`src/rtl/fetch_pkg.sv`:
```
// Shared types and constants for the RV32I instruction fetch stage.
package fetch_pkg;

    typedef enum logic {
        S_REQ  = 1'b0,
        S_WAIT = 1'b1
    } fetch_state_t;

    typedef struct packed {
        logic [31:0] pc;
        logic [31:0] inst;
    } fetch_entry_t;

    localparam logic [31:0] INST_NOP         = 32'h0000_0013;
    localparam logic [31:0] RESET_PC_DEFAULT = 32'h0000_0000;

    function automatic logic [31:0] word_align(input logic [31:0] addr);
        return {addr[31:2], 2'b00};
    endfunction

endpackage

```
`src/rtl/inst_fifo.sv`:
```
// Small circular buffer of {pc, inst} entries between fetch and decode.
// Flush wins over push/pop; there is no bypass from push to head.
module inst_fifo
    import fetch_pkg::*;
#(
    parameter int unsigned DEPTH = 2
) (
    input  logic                         clk_i,
    input  logic                         rst_ni,
    input  logic                         flush_i,
    input  logic                         push_i,
    input  fetch_entry_t                 push_entry_i,
    input  logic                         pop_i,
    output fetch_entry_t                 head_o,
    output logic [$clog2(DEPTH+1)-1:0]   count_o
);

    localparam int unsigned PTR_W = (DEPTH > 1) ? $clog2(DEPTH) : 1;
    localparam int unsigned CNT_W = $clog2(DEPTH + 1);

    fetch_entry_t     mem_q [DEPTH];
    logic [PTR_W-1:0] wr_ptr_q, wr_ptr_d;
    logic [PTR_W-1:0] rd_ptr_q, rd_ptr_d;
    logic [CNT_W-1:0] count_q, count_d;
    logic             do_push, do_pop;

    function automatic logic [PTR_W-1:0] ptr_inc(input logic [PTR_W-1:0] p);
        return (p == PTR_W'(DEPTH - 1)) ? '0 : p + 1'b1;
    endfunction

    assign do_push = push_i && (count_q != CNT_W'(DEPTH));
    assign do_pop  = pop_i && (count_q != '0);

    always_comb begin
        wr_ptr_d = wr_ptr_q;
        rd_ptr_d = rd_ptr_q;
        count_d  = count_q;
        if (flush_i) begin
            wr_ptr_d = '0;
            rd_ptr_d = '0;
            count_d  = '0;
        end else begin
            if (do_push) wr_ptr_d = ptr_inc(wr_ptr_q);
            if (do_pop)  rd_ptr_d = ptr_inc(rd_ptr_q);
            if (do_push && !do_pop)      count_d = count_q + 1'b1;
            else if (do_pop && !do_push) count_d = count_q - 1'b1;
        end
    end

    always_ff @(posedge clk_i or negedge rst_ni) begin
        if (!rst_ni) begin
            wr_ptr_q <= '0;
            rd_ptr_q <= '0;
            count_q  <= '0;
            for (int i = 0; i < int'(DEPTH); i++) mem_q[i] <= '0;
        end else begin
            wr_ptr_q <= wr_ptr_d;
            rd_ptr_q <= rd_ptr_d;
            count_q  <= count_d;
            if (do_push && !flush_i) mem_q[wr_ptr_q] <= push_entry_i;
        end
    end

    assign head_o  = mem_q[rd_ptr_q];
    assign count_o = count_q;

endmodule

```
`src/rtl/fetch_stage.sv`:
```
// Instruction fetch: PC register, single-outstanding request FSM, stale-response
// tracking across redirects, and the instruction buffer toward decode.
module fetch_stage
    import fetch_pkg::*;
#(
    parameter logic [31:0] RESET_PC   = RESET_PC_DEFAULT,
    parameter int unsigned FIFO_DEPTH = 2
) (
    input  logic         clk,
    input  logic         rst_n,
    output logic         imem_req_valid,
    input  logic         imem_req_ready,
    output logic [31:0]  imem_addr,
    input  logic         imem_rsp_valid,
    input  logic [31:0]  imem_rsp_data,
    output logic         inst_valid,
    input  logic         inst_ready,
    output logic [31:0]  inst_code,
    output logic [31:0]  inst_pc,
    input  logic         redirect_valid,
    input  logic [31:0]  redirect_pc,
    output logic         misalign_err,
    output fetch_state_t dbg_state
);

    // Handshakes: a transfer happens on a rising edge where valid && ready;
    // valid never waits on ready. imem_req_valid may be withdrawn without a
    // transfer (redirect or full buffer). Responses have no ready: the space
    // check before issuing guarantees room for the one outstanding word.

    localparam int unsigned CNT_W = $clog2(FIFO_DEPTH + 1);

    fetch_state_t     state_q, state_d;
    logic [31:0]      pc_q, pc_d;
    logic [31:0]      pc_inflight_q, pc_inflight_d;
    logic             stale_q, stale_d;
    logic [CNT_W-1:0] fifo_count;
    fetch_entry_t     fifo_head;
    fetch_entry_t     rsp_entry;
    logic             rsp_push, inst_pop, has_space, req_fire;

    assign has_space      = fifo_count < CNT_W'(FIFO_DEPTH);
    assign imem_req_valid = rst_n && (state_q == S_REQ) && has_space && !redirect_valid;
    assign imem_addr      = pc_q;
    assign req_fire       = imem_req_valid && imem_req_ready;

    assign inst_valid = (fifo_count != '0);
    assign inst_pop   = inst_valid && inst_ready;
    assign inst_code  = inst_valid ? fifo_head.inst : '0;
    assign inst_pc    = inst_valid ? fifo_head.pc   : '0;

    assign misalign_err = rst_n && redirect_valid && (redirect_pc[1:0] != 2'b00);
    assign dbg_state    = state_q;
    assign rsp_entry    = '{pc: pc_inflight_q, inst: imem_rsp_data};

    always_comb begin
        state_d       = state_q;
        pc_d          = pc_q;
        pc_inflight_d = pc_inflight_q;
        stale_d       = stale_q;
        rsp_push      = 1'b0;
        case (state_q)
            S_REQ: begin
                if (req_fire) begin
                    pc_inflight_d = pc_q;
                    pc_d          = pc_q + 32'd4;
                    state_d       = S_WAIT;
                end
            end
            S_WAIT: begin
                // A redirect in the response cycle kills the word directly.
                if (imem_rsp_valid) begin
                    rsp_push = !stale_q && !redirect_valid;
                    stale_d  = 1'b0;
                    state_d  = S_REQ;
                end else if (redirect_valid) begin
                    stale_d = 1'b1;
                end
            end
            default: state_d = S_REQ;
        endcase
        if (redirect_valid) pc_d = word_align(redirect_pc);
    end

    always_ff @(posedge clk or negedge rst_n) begin
        if (!rst_n) begin
            state_q       <= S_REQ;
            pc_q          <= RESET_PC;
            pc_inflight_q <= RESET_PC;
            stale_q       <= 1'b0;
        end else begin
            state_q       <= state_d;
            pc_q          <= pc_d;
            pc_inflight_q <= pc_inflight_d;
            stale_q       <= stale_d;
        end
    end

    inst_fifo #(
        .DEPTH (FIFO_DEPTH)
    ) u_inst_fifo (
        .clk_i        (clk),
        .rst_ni       (rst_n),
        .flush_i      (redirect_valid),
        .push_i       (rsp_push),
        .push_entry_i (rsp_entry),
        .pop_i        (inst_pop),
        .head_o       (fifo_head),
        .count_o      (fifo_count)
    );

endmodule

```
`config.mk`:
```
export PLATFORM = sky130hd
export DESIGN_NAME = fetch_stage
export DESIGN_NICKNAME = d
export VERILOG_FILES = /design/src/rtl/fetch_pkg.sv /design/src/rtl/inst_fifo.sv /design/src/rtl/fetch_stage.sv
export SDC_FILE = /design/constraint.sdc
export NUM_CORES = 1
export LEC_CHECK = 0
export ABC_CLOCK_PERIOD_IN_PS = 2500
export BUFFER_PORTS_ARGS = -buffer_cell sky130_fd_sc_hd__clkbuf_2
export CAP_MARGIN = 20
export CORE_AREA = 2 2 133 135
export CTS_CLUSTER_SIZE = 10
export DETAILED_ROUTE_END_ITERATION = 12
export DIE_AREA = 0 0 135 137
export GPL_ROUTABILITY_DRIVEN = 0
export PLACE_DENSITY = 0.78
export SLEW_MARGIN = 25
export SYNTH_ARGS = -nofsm -noshare
export SYNTH_HDL_FRONTEND = slang
export SYNTH_HIERARCHICAL = 1
export SYNTH_SLANG_ARGS = --single-unit
export TNS_END_PERCENT = 20
```
`constraint.sdc`:
```
create_clock -name clk -period 2.5 [get_ports clk]
set_input_delay 0.5 -clock clk [delete_from_list [all_inputs] [get_ports clk]]
set_output_delay 0.5 -clock clk [all_outputs]
set_load 0.01 [all_outputs]
```
==> run metrics <==
status finished, final reports clean; fin util 64.1%; worst rel slew slack 51.4%; Pwr per Cell Area 715 mW/mm²; actual slew at the worst max-slew pin 0.729 ns; die width 135 µm; WP buf/inv 2; antenna cells 0; FP Rows 48; Initial Utilization 54.0%; clock sinks 194; DRT Pass-1 Iters 7; Post-CTS Hold Fix Bufs 0; layout cells sized above 1 43.4%; Post-synth EDFFs 0; IO Count 170; filler cell count 1392; Ys Warns 6; most frequent cells in the layout 193 x dfrtp_1, 187 x mux2_2, 166 x clkbuf_2; die height 137 µm; Synth cell types 51; die area 0.0185 mm²; postcts setup bufs 0; minimum clock period 2.33 ns; P_leak 5.53 nW; maximum VDD drop 502 µV; total global routing overflow 0; vias in the first global route 6477; CTS tree yes; combinational group share of total power 14.4%; Via Count 6572; Crit path max-delay family simple AND/OR/NAND/NOR gates; DRC violations left 0; Worst EP required 2.81 ns; Startpoint Class flop; Crit Path Max Fanout 20; placed insts 1151; most common cell after layout, fill and taps aside dfrtp_1; setup total negative slack 0 ns; Nets 1016; Seq pwr share 50.9%; total power 7.82 mW; CP Class flop to flop; endpoints failing hold 0; P_int 5.81 mW; Avg Cell Area, Syn 11.8 µm²; Worst Skew 0.0112 ns; fin cells 1183; register area 0.00486 mm²; Total GRT Usage 22.5%; PostCTS Resize Cnt 0; area delta synth->final 18.7%; sequential element share of the synthesized area 52.7%; Crit path arrival time 2.64 ns; Sw Share 25.6%; net switching power 2.00 mW; Clk Latency, worst-skew pair 0.43 ns; final number of setup-violating endpoints 0; Final Cycle Share 93.2%; DRT antenna net count 0; CTS clk-pin slew, worst paths 0.07 ns; Max Cap Viol 0; Worst Hold Class input port to asynchronous set/reset pin; Slowest-stage cell, CP dfrtp_1; DR vias/cell 5.56; WL final 20000 µm; CTS Root Cell clkbuf_16; first-pass GRT wire length 32800 µm; Yosys reg bits 194; initial antenna violation count 0; Critical Path Max Stage Delay 0.48 ns; Worst setup EP type flop; largest net degree at the start of global routing 137; H-tree Lvls 4; Synth async-reset ratio 100%; FMAX 0.429 GHz; Multi-input gate area 0.00411 mm²; R2R Setup Slk 0.17 ns; port bufs 167; Clock Power Share 34.7%; Max Slew Vio Count 0; TritonCTS buffer count 17; Avg WL per Cell 16.9 µm; DP HPWL 13500 µm; synthesized area 0.00921 mm²; Bufs on Longest Clock Path 2; synthesized netlist cell count 782; DRT iter0 DRCs 436; unrepaired setup endpoints after global routing no; predominant post-synthesis flop cell dfrtp_1; crit-path cells nand2_1, nor3_4, inv_1, nor4_4, buf_4, mux2_2; Core ar. 0.0171 mm²
-- sequential cells by signal, indices dropped and copies added, names as in the netlist --
name,cells
u_inst_fifo/mem_q,128
imem_addr,30
pc_inflight_q,30
u_inst_fifo/count_o,2
dbg_state,1
stale_q,1
u_inst_fifo/rd_ptr_q,1
u_inst_fifo/wr_ptr_q,1
-- cell type report --
class	instances	area share [%]
repair buffers	187	9.78
clock inverters	11	1.17
flip-flops and latches	194	44.4
multi-input cells	538	37.5
inverters	7	0.240
well taps	225	2.57
clock buffers	21	4.30
-- synth_stat cells (all sizes together) (2+ instances only) --
cell type,count,area share [%]
a21o,3,0.24
a21oi,8,0.43
a221o,4,0.43
a22oi,2,0.16
a31oi,4,0.27
a32oi,3,0.29
and2,69,4.7
and3,4,0.27
buf,22,1.7
clkbuf,26,1.1
dfrtp,194,53
inv,7,0.29
mux2,192,23
mux2i,2,0.22
nand2,120,4.9
nand3,20,1.1
nand4,10,0.81
nand4b,2,0.19
nor2,15,0.61
nor2b,2,0.14
nor3,4,0.22
nor4,6,0.73
o211ai,13,1.1
o21ai,18,0.98
o311ai,8,0.76
or2,2,0.14
or3,3,0.20
or4,3,0.24
xor2,2,0.19
-- cells by family (layout without fill, tap and decap cells) --
family / count (synthesis) / after routing / share of synthesized area [%]
fa+ha+maj: 1 / 1 / 0.136
other cells: 1 / 6 / 0.0407
mux: 194 / 194 / 23.7
compound gates: 70 / 70 / 5.32
xor+xnor: 3 / 3 / 0.285
simple gates: 264 / 264 / 14.8
buf+inv: 55 / 226 / 3.08
flops: 194 / 194 / 52.7
-- per-stage QoR --
stage	area, µm²	setup slack (ns)	hold slack (ns)
after floorplan	9240	0.000571	0.204
after global placement	10300	0.196	0.464
after detailed placement	10300	0.124	0.476
after CTS	10900	0.176	0.260
after global routing	10900	0.0122	0.276
final	10900	0.169	0.255
-- worst reg2reg max path: stages, from the launching register on --
cell and delay [ns]:
dfrtp_1 0.48, nand2_1 0.14, nor3_4 0.32, inv_1 0.17, nor4_4 0.35, buf_4 0.36, mux2_2 0.39
-- path summary, 6_finish.rpt --
check,from,endpoint,cells past startpoint
worst max-delay path,dbg_state$_DFF_PN0_,u_inst_fifo/mem_q[119]$_DFFE_PN0P_,6
worst min-delay path,rst_n,u_inst_fifo/count_o[0]$_DFFE_PN0P_,2
worst max register to register,dbg_state$_DFF_PN0_,u_inst_fifo/mem_q[119]$_DFFE_PN0P_,6
worst min register to register,u_inst_fifo/mem_q[120]$_DFFE_PN0P_,u_inst_fifo/mem_q[120]$_DFFE_PN0P_,1
max in group asynchronous,rst_n,u_inst_fifo/mem_q[17]$_DFFE_PN0P_,3
min in group clk,redirect_pc[2],imem_addr[2]$_DFFE_PN0P_,3
-- per-layer routing --
metal | track usage (%) | wire [µm] | vias to the layer above
met4 | 7.52 | 253 | 0
met2 | 34.0 | 9040 | 243
met3 | 4.07 | 1170 | 20
li1 | - | - | 3059
met5 | 0 | 0 | -
met1 | 32.9 | 9540 | 3250
-- power by group through the flow --
stage	registers [mW]	clock network, mW	logic [mW]
2_1_floorplan	3.91	0	0.776
3_3_place_gp	4.00	0	1.09
3_5_place_dp	4.02	0	1.13
4_1_cts	3.97	2.77	1.14
5_1_grt	4.04	2.91	1.26
6_report	3.98	2.71	1.13
(Power assumes the default switching activity.)
